`src/rtl/shift_reg_unit.sv`:
```
// Multicycle shifter for the MIPS datapath: SLL/SRL/SRA/ROR, one bit position per clock.
// Operands are captured on an accepted start; done pulses for one cycle with the result on data_out.
module shift_reg_unit #(
    parameter int WIDTH   = 32,
    parameter int SHAMT_W = 5
) (
    input  logic               clk,
    input  logic               reset,
    input  logic               start,
    input  logic [1:0]         op,
    input  logic [WIDTH-1:0]   data_in,
    input  logic [SHAMT_W-1:0] shamt,
    output logic               busy,
    output logic               done,
    output logic [WIDTH-1:0]   data_out
);

    typedef enum logic [1:0] {
        OP_SLL = 2'b00,
        OP_SRL = 2'b01,
        OP_SRA = 2'b10,
        OP_ROR = 2'b11
    } op_t;

    typedef enum logic [1:0] {
        S_IDLE  = 2'b00,
        S_SHIFT = 2'b01,
        S_DONE  = 2'b10
    } state_t;

    // The shift amount must be able to express every bit position of the operand.
    if ((2 ** SHAMT_W) < WIDTH) begin : g_bad_shamt_w
        $error("shift_reg_unit: SHAMT_W too narrow for WIDTH");
    end

    state_t             state;
    op_t                op_q;
    logic [SHAMT_W-1:0] count;

    // One single-bit step of the selected operation.
    function automatic logic [WIDTH-1:0] step_once(input logic [WIDTH-1:0] d, input op_t o);
        logic [WIDTH-1:0] r;
        r = d;
        unique case (o)
            OP_SLL: r = {d[WIDTH-2:0], 1'b0};
            OP_SRL: r = {1'b0, d[WIDTH-1:1]};
            OP_SRA: r = {d[WIDTH-1], d[WIDTH-1:1]};
            OP_ROR: r = {d[0], d[WIDTH-1:1]};
        endcase
        return r;
    endfunction

    // NOTE: all state and outputs live in one clocked block with non-blocking
    // assignments, so busy/done are registered and change only with state.
    always_ff @(posedge clk or posedge reset) begin
        if (reset) begin
            state    <= S_IDLE;
            data_out <= '0;
            count    <= '0;
            op_q     <= OP_SLL;
            busy     <= 1'b0;
            done     <= 1'b0;
        end else begin
            unique case (state)
                S_IDLE: begin
                    done <= 1'b0;
                    if (start) begin
                        data_out <= data_in;
                        count    <= shamt;
                        op_q     <= op_t'(op);
                        busy     <= 1'b1;
                        if (shamt == '0) begin
                            state <= S_DONE;
                            done  <= 1'b1;
                        end else begin
                            state <= S_SHIFT;
                        end
                    end
                end
                S_SHIFT: begin
                    data_out <= step_once(data_out, op_q);
                    count    <= count - SHAMT_W'(1);
                    if (count == SHAMT_W'(1)) begin
                        state <= S_DONE;
                        done  <= 1'b1;
                    end
                end
                S_DONE: begin
                    state <= S_IDLE;
                    busy  <= 1'b0;
                    done  <= 1'b0;
                end
                default: begin
                    state <= S_IDLE;
                    busy  <= 1'b0;
                    done  <= 1'b0;
                end
            endcase
        end
    end

endmodule

```
`config.mk`:
```
export PLATFORM = sky130hd
export DESIGN_NAME = shift_reg_unit
export DESIGN_NICKNAME = d
export VERILOG_FILES = /design/src/rtl/shift_reg_unit.sv
export SDC_FILE = /design/constraint.sdc
export NUM_CORES = 1
export LEC_CHECK = 0
export BUFFER_PORTS_ARGS = -buffer_cell sky130_fd_sc_hd__buf_2
export CORE_MARGIN = 3
export CORE_UTILIZATION = 40
export DETAILED_ROUTE_END_ITERATION = 8
export GPL_ROUTABILITY_DRIVEN = 0
export PLACE_DENSITY = 0.65
export SETUP_SLACK_MARGIN = 0.5
export SKIP_CTS_REPAIR_TIMING = 1
export SYNTH_ARGS = -nofsm -noshare
export SYNTH_HDL_FRONTEND = slang
export SYNTH_SLANG_ARGS = --single-unit
```
`constraint.sdc`:
```
create_clock -name clk -period 3 [get_ports clk]
set_input_delay 0.6 -clock clk [delete_from_list [all_inputs] [get_ports clk]]
set_output_delay 0.6 -clock clk [all_outputs]
set_load 0.01 [all_outputs]
```
**After elaboration in Yosys (flattened, before gate mapping)**

Cells that the tools add are included.

- Word-level logic and storage cells: 41
- Bits of input ports: 42
- Output and inout port bits: 34
- Register bits: 43

- Bitwise logic cells: 1
- Muxes and demuxes: 15
- Equal/unequal tests: 8
- $add $sub $neg: 1
- Reduce and logical (&&, ||, !) cells: 9

Operator list:

| kind | count |
|---|---|
| $pmux 32 s4 | 1 |
| $pmux 32 s2 | 1 |
| $mux 32 | 1 |
| $pmux 5 s2 | 1 |
| $reduce_and 2->1 | 4 |
| $mux 2 | 3 |
| $ne 2x2->1 const B | 3 |
| $eq 5x1->1 const B | 1 |
| $logic_not 5->1 | 1 |
| $mux 5 | 1 |
| $sub 5x1->5 const B | 1 |
| $eq 2x1->1 const B | 2 |
| $eq 2x2->1 const B | 2 |
| $logic_not 2->1 | 2 |
| $mux 1 | 4 |
| $pmux 1 s2 | 2 |
| $pmux 2 s2 | 1 |
| $reduce_and 3->1 | 1 |
| $reduce_bool 2->1 | 1 |
| $not 1->1 | 1 |

**Longest topological paths before layout**

Gate-level depths: netlist of run 1.

- Depth after elaboration: 4
- Mapped depth: 5
- Gate-level depth less buffers: 5

**Worst setup path after synthesis of run 1**

OpenSTA, ideal clock, no wires.

- Path type: in2reg
- From: in start
- To: reg data_out[30]
- Required time: 2.906 ns
- Path buffers: 2
- Data arrival time: 1.231 ns
- Stages: 4
- Slack: 1.676 ns
- Library setup time: 0.094 ns
- Path through: buf_2 buf_2 o22ai_1 a221oi_2

- Longest elaborated chain between the ends: 2

Ends and longest elaborated chain:

| what | line | source |
|---|---|---|
| start: declaration | 9 | `input logic start,` |
| $ne 2x2->1 (no source line) | -- |  |
| $reduce_and 2->1 (no source line) | -- |  |
| end signal: assignment | 68 | `data_out <= data_in;` |
| end signal: assignment | 81 | `data_out <= step_once(data_out, op_q);` |
| end: declaration | 15 | `output logic [WIDTH-1:0] data_out` |

Every way passes these cells.
A chain may end at the register's enable or synchronous reset.

**Final worst setup path of run 1**

- From: reg state[1]
- To: reg data_out[3]

- Longest elaborated chain between the ends: 3
- Elaborated cells on any way between the ends: 6
- Those cells by class: 2 x eq/ne; 1 x mux; 3 x reduce/logical

Ends and longest elaborated chain:

| what | line | source |
|---|---|---|
| start: declaration | 36 | `state_t state;` |
| start signal: assignment | 57 | `state <= S_IDLE;` |
| start signal: assignment | 73 | `state <= S_DONE;` |
| start signal: assignment | 76 | `state <= S_SHIFT;` |
| $eq 2x1->1 or $logic_not 2->1 (tied branches) | 64 | `unique case (state)` |
| $reduce_bool 2->1 (no source line) or $ne 2x2->1 (tied branches) | -- |  |
| $reduce_and 2->1 (no source line) | -- |  |

Several ways; a longest one is shown, not always the timed one.

==> impl_metrics.py, run 1 <==
metrics = {
    "finish": {
        "final_layout_size_suffix_gt1_share_pct": 33.8,
        "n_fill_cell": 532,
        "multi_input_area_mm2": 0.00121,
        "regArea_mm2": 0.00108,
        "layout.nets": 334,
        "post-route-cell-area_mm2": 0.00291,
        "antenna_cells": 0,
        "syn_to_final_growth_pct": 20.9,
    },
    "die": {
        "dieHeight_um": 83.5,
        "fp.dieW_um": 83.5,
        "rows": 27,
        "dieArea_mm2": 0.00698,
        "initial_core_util_pct": 42.4,
        "coreArea_mm2": 0.00568,
        "ios": 76,
    },
    "clock_tree": {
        "cts_tree": "built",
        "clockBufferDepth": 2,
        "cts_sinks": 43,
        "clk-insertion-delay-late_ps": 290,
        "cts_made_buffers": 5,
        "root_buffer": "clkbuf_8",
        "clkSlewWorstSetupHoldPaths_ps": 80,
        "cts_max_level": 2,
    },
    "worst_setup_path": {
        "crit_arrival_ps": 2170,
        "startpoint": "state[1]$_DFFE_PP0P_",
        "critPathRequiredTime_ps": 3180,
        "startpoint_type": "flip-flop",
        "max_stage_delay_ps": 860,
        "path_max_fanout": 27,
        "path_cells": "nand2b_1 > o22ai_1 > a221oi_1",
        "rr_worst_depth": 3,
        "reg2reg_slack_ps": 1010,
        "critPathSlowestCell": "dfrtp_1",
        "r2r-start": "state[1]$_DFFE_PP0P_",
        "worst_setup_path_end_kind": "flip-flop",
        "reg2reg_to": "data_out[3]$_DFFE_PP0P_",
        "crit_path_end": "data_out[3]$_DFFE_PP0P_",
        "critical_path_class": "flip-flop to flip-flop",
    },
    "job": {
        "maxCapViolCount": 0,
    },
    "yosys": {
        "synth_top_area_cell": "dfrtp_1",
        "synth_area_mm2": 0.00240,
        "netlist.area_leader.share_pct": 44.7,
        "synth_xor_area_share_pct": 0,
        "synth.avg_cell_area_um2": 10.8,
        "ys_top_cells_by_area": "dfrtp_1, mux2i_1, a22oi_1",
        "yosysWarnings": 0,
        "synth-simple-area-share_pct": 9.05,
        "synth_common_cells": "dfrtp_1, mux2i_1, a22oi_1",
        "synth_mux_area_share_pct": 14.3,
        "synth.most_common_cell": "dfrtp_1",
        "ys_async_sr_fraction_pct": 100,
        "synthCells": 222,
        "synthAdderAreaFrac_pct": 1.04,
        "yosys_register_bits": 43,
        "synth-compound-area-share_pct": 26.0,
        "synth.distinct_cells": 41,
        "seq_area_frac_synth_pct": 44.7,
        "synth_edf_count": 0,
        "syn_nets": 266,
        "synth_top_family_by_area": "compound AO/OA/AOI/OAI gates",
        "synth_flop_cell": "dfrtp_1",
    },
    "route": {
        "met2_wirelength_mm": 2.80,
        "wl_mm": 5.94,
        "drt_first_iter_violations": 144,
        "m1WireLength_mm": 2.78,
        "vias_per_cell": 5.63,
        "wire_per_inst_um": 16.4,
        "drc": 0,
        "highest_layer": "met4",
        "vias": 2037,
        "drtAntennaViolNets": 0,
        "route.met3.wl_um": 336,
        "dr.pass1.iters": 4,
    },
    "placed_design": {
        "numPortBuffers": 75,
        "place_ws_ps": 866,
        "hpwl_mm": 4.07,
        "dpl_cell_area_mm2": 0.00281,
    },
    "timing": {
        "tightest_slew_ps": 943,
        "min_period_ps": 1990,
        "finalMaxSlewViolations": 0,
        "whs_ps": 494,
        "setup_viol": 0,
        "rsz0062_at_grt": "no",
        "finalSetupTns_ps": 0,
        "slew-limit-headroom_pct": 37.1,
        "period_share_pct": 66.3,
        "max_freq_ghz": 0.503,
        "hold_viol_final": 0,
        "skew_ps": 5.46,
        "fin_ws_ps": 1010,
    },
    "global_route": {
        "grt_first_pass_wirelength_mm": 10.1,
        "grt_pass1_vias": 1999,
        "gr-total-overflow": 0,
        "antenna_found_initial": 0,
        "gr-usage-all-layers_pct": 17.2,
        "grt_max_degree": 44,
    },
    "hold_path": {
        "hp-class": "flip-flop to flip-flop",
    },
    "run_status": {
        "status": "finished, final reports clean",
    },
    "pwr": {
        "leakage_nw": 1.29,
        "peakVddDrop_v": 0.000394,
        "p_per_area_mw_per_mm2": 1140,
    },
}
metrics by stage:
stage	util [%]	total power [mW]	instances
2_1_floorplan	-	2.41	222
3_3_place_gp	49.4	2.87	355
3_5_place_dp	49.4	2.90	355
4_1_cts	51.2	3.34	362
5_1_grt	51.2	3.60	362
6_report	51.2	3.32	362
power by group:
group          switching (mW)  internal, mW  total, mW
clock                   0.194         0.244      0.439
combinational           0.854         0.785       1.64
sequential              0.373         0.866       1.24
cells by family (layout without fill, tap and decap cells):
logic type               after synthesis  in the layout
buffers and inverters                 23             91
multiplexers                          34             34
AND/OR/NAND/NOR                       33             33
AO/OA/AOI/OAI                         87             87
adder cells (fa/ha/maj)                2              2
flip-flops                            43             43
state kept, by name, summed over array words and instances, names as in the netlist:
signal    cells
op_q          2
busy          1
done          1
state         2
data_out     32
count         5
layout make-up:
cell class | instances | area share (%)
Multi-Input combinational cell | 156 | 41.8
Clock buffer | 6 | 2.50
Inverter | 5 | 0.645
Tap cell | 72 | 3.10
Sequential cell | 43 | 37.0
Timing Repair Buffer | 79 | 13.9
Clock inverter | 1 | 1.03
routing by layer:
layer | global-route usage (%) | up-vias
met2 | 28.1 | 64
li1 | - | 992
met3 | 3.36 | 4
met5 | 0 | -
met1 | 23.7 | 977
met4 | 3.95 | 0
worst min path at each step:
stage,from,slack (ps),cells after the start,end
6_report,busy$_DFFE_PP0P_,490,2,busy$_DFFE_PP0P_
5_1_grt,done$_DFFE_PP0P_,530,1,done$_DFFE_PP0P_
4_1_cts,busy$_DFFE_PP0P_,500,2,busy$_DFFE_PP0P_
3_5_place_dp,done$_DFFE_PP0P_,480,1,done$_DFFE_PP0P_
3_3_place_gp,busy$_DFFE_PP0P_,470,2,busy$_DFFE_PP0P_
2_1_floorplan,count[1]$_DFFE_PP0P_,490,2,count[1]$_DFFE_PP0P_
critical path: cells and delay by family, from the launching register on:
| family | cells | cell delay, ps |
|---|---|---|
| and+or+nand+nor | 1 | 530 |
| AOI/OAI and AO/OA | 2 | 470 |
| DFF | 1 | 860 |
layout by cell type, fill, tap and decap left out, drive strengths merged, types with 3 or more instances in the layout:
cell type  count
a221oi        10
buf           79
a22oi         21
o22ai         10
nor2           6
inv            5
clkbuf         6
nand2b         3
a21oi          6
nor2b         14
dfrtp         43
mux2i         32
o21ai         27
Power figures use the tool's default switching activity.
==> run 2, diff against run 1 <==
--- a/config.mk
+++ b/config.mk
@@ -10,7 +10,7 @@
 export CORE_UTILIZATION = 40
 export DETAILED_ROUTE_END_ITERATION = 8
 export GPL_ROUTABILITY_DRIVEN = 0
-export PLACE_DENSITY = 0.65
+export PLACE_DENSITY = 0.68
 export SETUP_SLACK_MARGIN = 0.5
 export SKIP_CTS_REPAIR_TIMING = 1
 export SYNTH_ARGS = -nofsm -noshare
==> constraint.sdc (replaced) <==
create_clock -name clk -period 1.61 [get_ports clk]
set_input_delay 0.322 -clock clk [delete_from_list [all_inputs] [get_ports clk]]
set_output_delay 0.322 -clock clk [all_outputs]
set_load 0.01 [all_outputs]
==> run 2 against run 1 <==
The flow now finishes with violations (hold timing). Total power grew 150%. Sequential share of layout area is 8.3 points lower. Cell count is 20% higher. Register-to-register slack worse by 720 ps. Non-clock buffer count is 72 higher.
==> impl_metrics.py, run 2 (same netlist as run 1, synthesis figures left out) <==
metrics = {
    "pwr": {
        "peakVddDrop_v": 0.00107,
        "pwr-share-comb_pct": 63.9,
        "p_int_mw": 4.84,
        "p_per_area_mw_per_mm2": 2150,
        "swShare_pct": 40.8,
        "leakage_nw": 1.72,
        "seqPwrFrac_pct": 27.7,
        "power_switching_mw": 3.33,
        "p_clk_share_pct": 8.5,
    },
    "timing": {
        "hold_viol_final": 4,
        "fin_ws_ps": 290,
        "skew_ps": 13.3,
        "finalMaxSlewViolations": 0,
        "setup_viol": 0,
        "max_freq_ghz": 0.757,
        "tightest_slew_ps": 390,
        "rsz0062_at_grt": "yes",
        "min_period_ps": 1320,
        "period_share_pct": 82.0,
        "slew-limit-headroom_pct": 73.7,
        "whs_ps": -8.96,
        "finalSetupTns_ps": 0,
    },
    "global_route": {
        "grt_pass1_vias": 2035,
        "gr-total-overflow": 0,
        "gr-usage-all-layers_pct": 17.8,
        "grt_first_pass_wirelength_mm": 10.3,
        "grt_max_degree": 30,
        "antenna_found_initial": 0,
    },
    "die": {
        "initial_core_util_pct": 42.4,
        "ios": 76,
        "dieArea_mm2": 0.00698,
        "dieHeight_um": 83.5,
        "coreArea_mm2": 0.00568,
        "fp.dieW_um": 83.5,
        "rows": 27,
    },
    "worst_setup_path": {
        "reg2reg_slack_ps": 290,
        "path_depth": 5,
        "rr_worst_depth": 5,
        "path_max_fanout": 8,
        "startpoint_type": "flip-flop",
        "critPathSlowestCell": "dfrtp_2",
        "path_cells": "nor3b_4 > buf_6 > buf_6 > a22oi_1 > o21ai_1",
        "max_stage_delay_ps": 490,
        "critical_path_class": "flip-flop to flip-flop",
        "worst_setup_path_end_kind": "flip-flop",
        "cp_num_buf_inv": 2,
        "crit_arrival_ps": 1540,
        "critPathRequiredTime_ps": 1830,
        "crit_top_cell": "buf_6",
        "critical-path-top-delay-family": "flip-flops",
    },
    "clock_tree": {
        "cts_made_buffers": 5,
        "cts_max_level": 2,
        "cts_sinks": 43,
        "clockBufferDepth": 2,
        "clk-insertion-delay-late_ps": 300,
        "root_buffer": "clkbuf_8",
        "clkSlewWorstSetupHoldPaths_ps": 90,
        "cts_tree": "built",
    },
    "finish": {
        "antenna_cells": 0,
        "top_regs": "data_out x32, count x5",
        "final_common_cell": "buf_2",
        "layout.nets": 407,
        "most-common-layout-cells": "buf_2, buf_4, mux2i_1, dfrtp_1, o21ai_1",
        "syn_to_final_growth_pct": 57.9,
        "final_layout_size_suffix_gt1_share_pct": 57.1,
        "top_register": "data_out",
        "post-route-cell-area_mm2": 0.00380,
        "largest_reg_flops": 32,
    },
    "route": {
        "vias": 2403,
        "dr.pass1.iters": 4,
        "drtAntennaViolNets": 0,
        "vias_per_cell": 5.51,
        "wire_per_inst_um": 17.8,
        "drc": 0,
        "wl_mm": 7.77,
        "drt_first_iter_violations": 156,
    },
    "job": {
        "maxCapViolCount": 0,
    },
    "placed_design": {
        "place_ws_ps": 190,
        "dpl_cell_area_mm2": 0.00298,
        "numPortBuffers": 75,
        "hpwl_mm": 4.38,
    },
    "run_status": {
        "status": "complete, but fails checks",
        "failed_checks": "hold timing",
    },
    "hold_path": {
        "hp-class": "input pin to async pin",
    },
}
## run 2: cell count changes in the layout (fill, tap and decap cells not counted), moves of 3 or more
cell      delta
nand2b_4     +3
buf_12       +3
o21ai_0      -3
dfrtp_2     +12
dfrtp_1     -12
buf_6       +16
buf_4       +59
a22oi_2      +5
buf_2        -9
a22oi_1      -5
## run 2: layout make-up
type	count	area (µm²)
sequential	43	1090
timing repair buffer	151	1110
clock inverter	2	12.5
clock buffer	6	72.6
tap	72	90.1
multi-input combinational	157	1400
inverter	5	23.8
fill	418	1880
## run 2: worst register-to-register path: stages (launching register included)
cell,delay [ps]
dfrtp_2,490
nor3b_4,220
buf_6,180
buf_6,140
a22oi_1,100
o21ai_1,100
## run 2: metrics by stage
step                utilization (%)  cells  hold WS [ps]  power, mW
floorplan                         -    222           320       4.73
global placement               52.5    364           329       5.67
detailed placement             52.5    364           331       5.73
CTS                            54.0    372          4.56       6.42
global route                   66.9    436          19.3       8.71
finish                         66.9    436         -8.96       8.17
## run 2: routing by layer
| metal | wire length, µm | vias to the layer above | GRT usage (%) | share of wire, % |
|---|---|---|---|---|
| met5 | 0 | - | 0 | 0 |
| met4 | 121 | 0 | 5.26 | 1.6 |
| met3 | 312 | 11 | 4.15 | 4.0 |
| met2 | 3790 | 63 | 25.6 | 49 |
| met1 | 3540 | 1193 | 26.6 | 46 |
| li1 | - | 1136 | - | - |
## run 2: power groups by stage
stage | combinational [mW] | clock, mW | sequential (mW)
3_5_place_dp | 3.39 | 0 | 2.34
5_1_grt | 5.63 | 0.748 | 2.33
6_report | 5.22 | 0.691 | 2.26
4_1_cts | 3.40 | 0.699 | 2.32
3_3_place_gp | 3.34 | 0 | 2.33
2_1_floorplan | 2.41 | 0 | 2.33
## run 2: worst paths after layout
path                                           start                  endpoint
worst min-delay path                           reset  data_out[27]$_DFFE_PP0P_
min in group clk                         data_in[14]  data_out[14]$_DFFE_PP0P_
worst max register to register  state[1]$_DFFE_PP0P_  data_out[12]$_DFFE_PP0P_
worst max-delay path            state[1]$_DFFE_PP0P_  data_out[12]$_DFFE_PP0P_
worst min register to register      done$_DFFE_PP0P_          done$_DFFE_PP0P_
max in group asynchronous                      reset       op_q[1]$_DFFE_PP0P_
==> run 3, diff against run 2 <==
--- a/config.mk
+++ b/config.mk
@@ -10,7 +10,7 @@
 export CORE_UTILIZATION = 40
 export DETAILED_ROUTE_END_ITERATION = 8
 export GPL_ROUTABILITY_DRIVEN = 0
-export PLACE_DENSITY = 0.68
+export PLACE_DENSITY = 0.65
 export SETUP_SLACK_MARGIN = 0.5
 export SKIP_CTS_REPAIR_TIMING = 1
 export SYNTH_ARGS = -nofsm -noshare
==> constraint.sdc (replaced) <==
create_clock -name clk -period 1.35 [get_ports clk]
set_input_delay 0.27 -clock clk [delete_from_list [all_inputs] [get_ports clk]]
set_output_delay 0.27 -clock clk [all_outputs]
set_load 0.01 [all_outputs]
==> run 3 against run 2 <==
The flow still finishes with violations (hold timing). Critical path depth decreased by 2. Worst hold slack worse by 27 ps. Sequential cell count stayed put. Global-route usage rose by 0.14 points. Largest cell class unchanged.
==> impl_metrics.py, run 3 (same netlist as run 1, synthesis figures left out) <==
metrics = {
    "die": {
        "fp.dieW_um": 83.5,
        "ios": 76,
        "dieHeight_um": 83.5,
        "rows": 27,
        "dieArea_mm2": 0.00698,
        "coreArea_mm2": 0.00568,
        "initial_core_util_pct": 42.4,
    },
    "route": {
        "wl_mm": 6.84,
        "drc": 0,
        "drt_first_iter_violations": 126,
        "drtAntennaViolNets": 0,
        "vias": 2308,
        "vias_per_cell": 5.48,
        "wire_per_inst_um": 16.3,
        "dr.pass1.iters": 4,
    },
    "finish": {
        "largest_reg_flops": 32,
        "n_fill_cell": 492,
        "final_common_cell": "buf_2",
        "most-common-layout-cells": "buf_2, buf_4, dfrtp_1, mux2i_1, o21ai_1",
        "post-route-cell-area_mm2": 0.00365,
        "top_regs": "data_out x32, count x5",
        "top_register": "data_out",
        "regArea_mm2": 0.00108,
        "fin_util_pct": 64.2,
        "final_layout_size_suffix_gt1_share_pct": 54.6,
        "multi_input_area_mm2": 0.00140,
        "syn_to_final_growth_pct": 51.6,
        "layout.nets": 391,
    },
    "pwr": {
        "p_clk_share_pct": 8.9,
        "total_power_mw": 9.19,
        "swShare_pct": 41.0,
        "seqPwrFrac_pct": 28.7,
        "power_switching_mw": 3.77,
        "pwr-share-comb_pct": 62.4,
        "leakage_nw": 1.63,
        "p_per_area_mw_per_mm2": 2520,
        "p_int_mw": 5.42,
        "peakVddDrop_v": 0.00108,
    },
    "run_status": {
        "failed_checks": "hold timing",
        "status": "complete, but fails checks",
    },
    "global_route": {
        "gr-total-overflow": 0,
        "gr-usage-all-layers_pct": 17.9,
        "antenna_found_initial": 1,
        "grt_max_degree": 22,
        "grt_first_pass_wirelength_mm": 10.3,
        "grt_pass1_vias": 2093,
    },
    "clock_tree": {
        "cts_sinks": 43,
        "clkSlewWorstSetupHoldPaths_ps": 80,
        "cts_tree": "built",
        "clockBufferDepth": 2,
        "root_buffer": "clkbuf_8",
        "cts_made_buffers": 5,
        "cts_max_level": 2,
        "clk-insertion-delay-late_ps": 290,
    },
    "hold_path": {
        "hp-class": "input pin to async pin",
    },
    "worst_setup_path": {
        "path_max_fanout": 7,
        "r2r-start": "state[1]$_DFFE_PP0P_",
        "critical_path_class": "flip-flop to flip-flop",
        "startpoint": "state[1]$_DFFE_PP0P_",
        "critPathRequiredTime_ps": 1530,
        "startpoint_type": "flip-flop",
        "worst_setup_path_end_kind": "flip-flop",
        "rr_worst_depth": 3,
        "crit_arrival_ps": 1470,
    },
    "timing": {
        "tightest_slew_ps": 414,
        "skew_ps": 5.16,
        "rsz0062_at_grt": "yes",
        "setup_viol": 0,
        "slew-limit-headroom_pct": 72.3,
        "hold_viol_final": 16,
        "finalSetupTns_ps": 0,
        "fin_ws_ps": 61.1,
        "whs_ps": -36.0,
        "min_period_ps": 1290,
        "max_freq_ghz": 0.776,
        "period_share_pct": 95.5,
        "finalMaxSlewViolations": 0,
    },
    "placed_design": {
        "numPortBuffers": 75,
        "place_ws_ps": 68.0,
        "hpwl_mm": 4.43,
        "dpl_cell_area_mm2": 0.00307,
    },
    "job": {
        "maxCapViolCount": 0,
    },
}
==> run 3: area by class of cell <==
| type | count | area share, % |
|---|---|---|
| flip-flops and latches | 43 | 29.8 |
| clock buffers | 6 | 1.99 |
| inverters | 5 | 0.961 |
| diodes | 1 | 0.0686 |
| clock inverters | 2 | 0.343 |
| repair buffers | 135 | 26.1 |
| multi-input cells | 157 | 38.3 |
| well taps | 72 | 2.47 |
==> run 3: per-stage QoR <==
| step | instances | hold WS, ps |
|---|---|---|
| 3_3_place_gp | 370 | 298 |
| 5_1_grt | 421 | -10.2 |
| 4_1_cts | 378 | -26.6 |
| 3_5_place_dp | 370 | 298 |
| 6_report | 421 | -36.0 |
| 2_1_floorplan | 222 | 268 |
==> run 3: worst paths after layout <==
kind | to | slack, ps
setup / recovery | op_q[1]$_DFFE_PP0P_ | 60
hold / removal | op_q[1]$_DFFE_PP0P_ | -40
setup reg to reg | op_q[1]$_DFFE_PP0P_ | 60
hold reg to reg | done$_DFFE_PP0P_ | 500
max in group asynchronous | data_out[15]$_DFFE_PP0P_ | 930
min in group clk | op_q[0]$_DFFE_PP0P_ | 190
==> run 3: power groups by stage <==
stage	clock, mW	sequential, mW	combinational (mW)
after global routing	0.904	2.72	6.22
after detailed placement	0	2.72	4.36
final	0.813	2.64	5.74
after global placement	0	2.71	4.30
after floorplan	0	2.79	2.98
after CTS	0.835	2.70	4.38
==> run 3: per-layer routing <==
| layer | wire [µm] | up-vias | track usage (%) |
|---|---|---|---|
| met5 | 0 | - | 0 |
| met4 | 106 | 0 | 5.41 |
| met3 | 296 | 8 | 4.94 |
| met2 | 3340 | 60 | 27.9 |
| met1 | 3100 | 1134 | 24.5 |
| li1 | - | 1106 | - |
==> run 3: critical path, cell delays in order (launching register included) <==
cell and delay (ps):
dfrtp_2 480, nor3b_4 230, buf_6 150, mux2_1 320
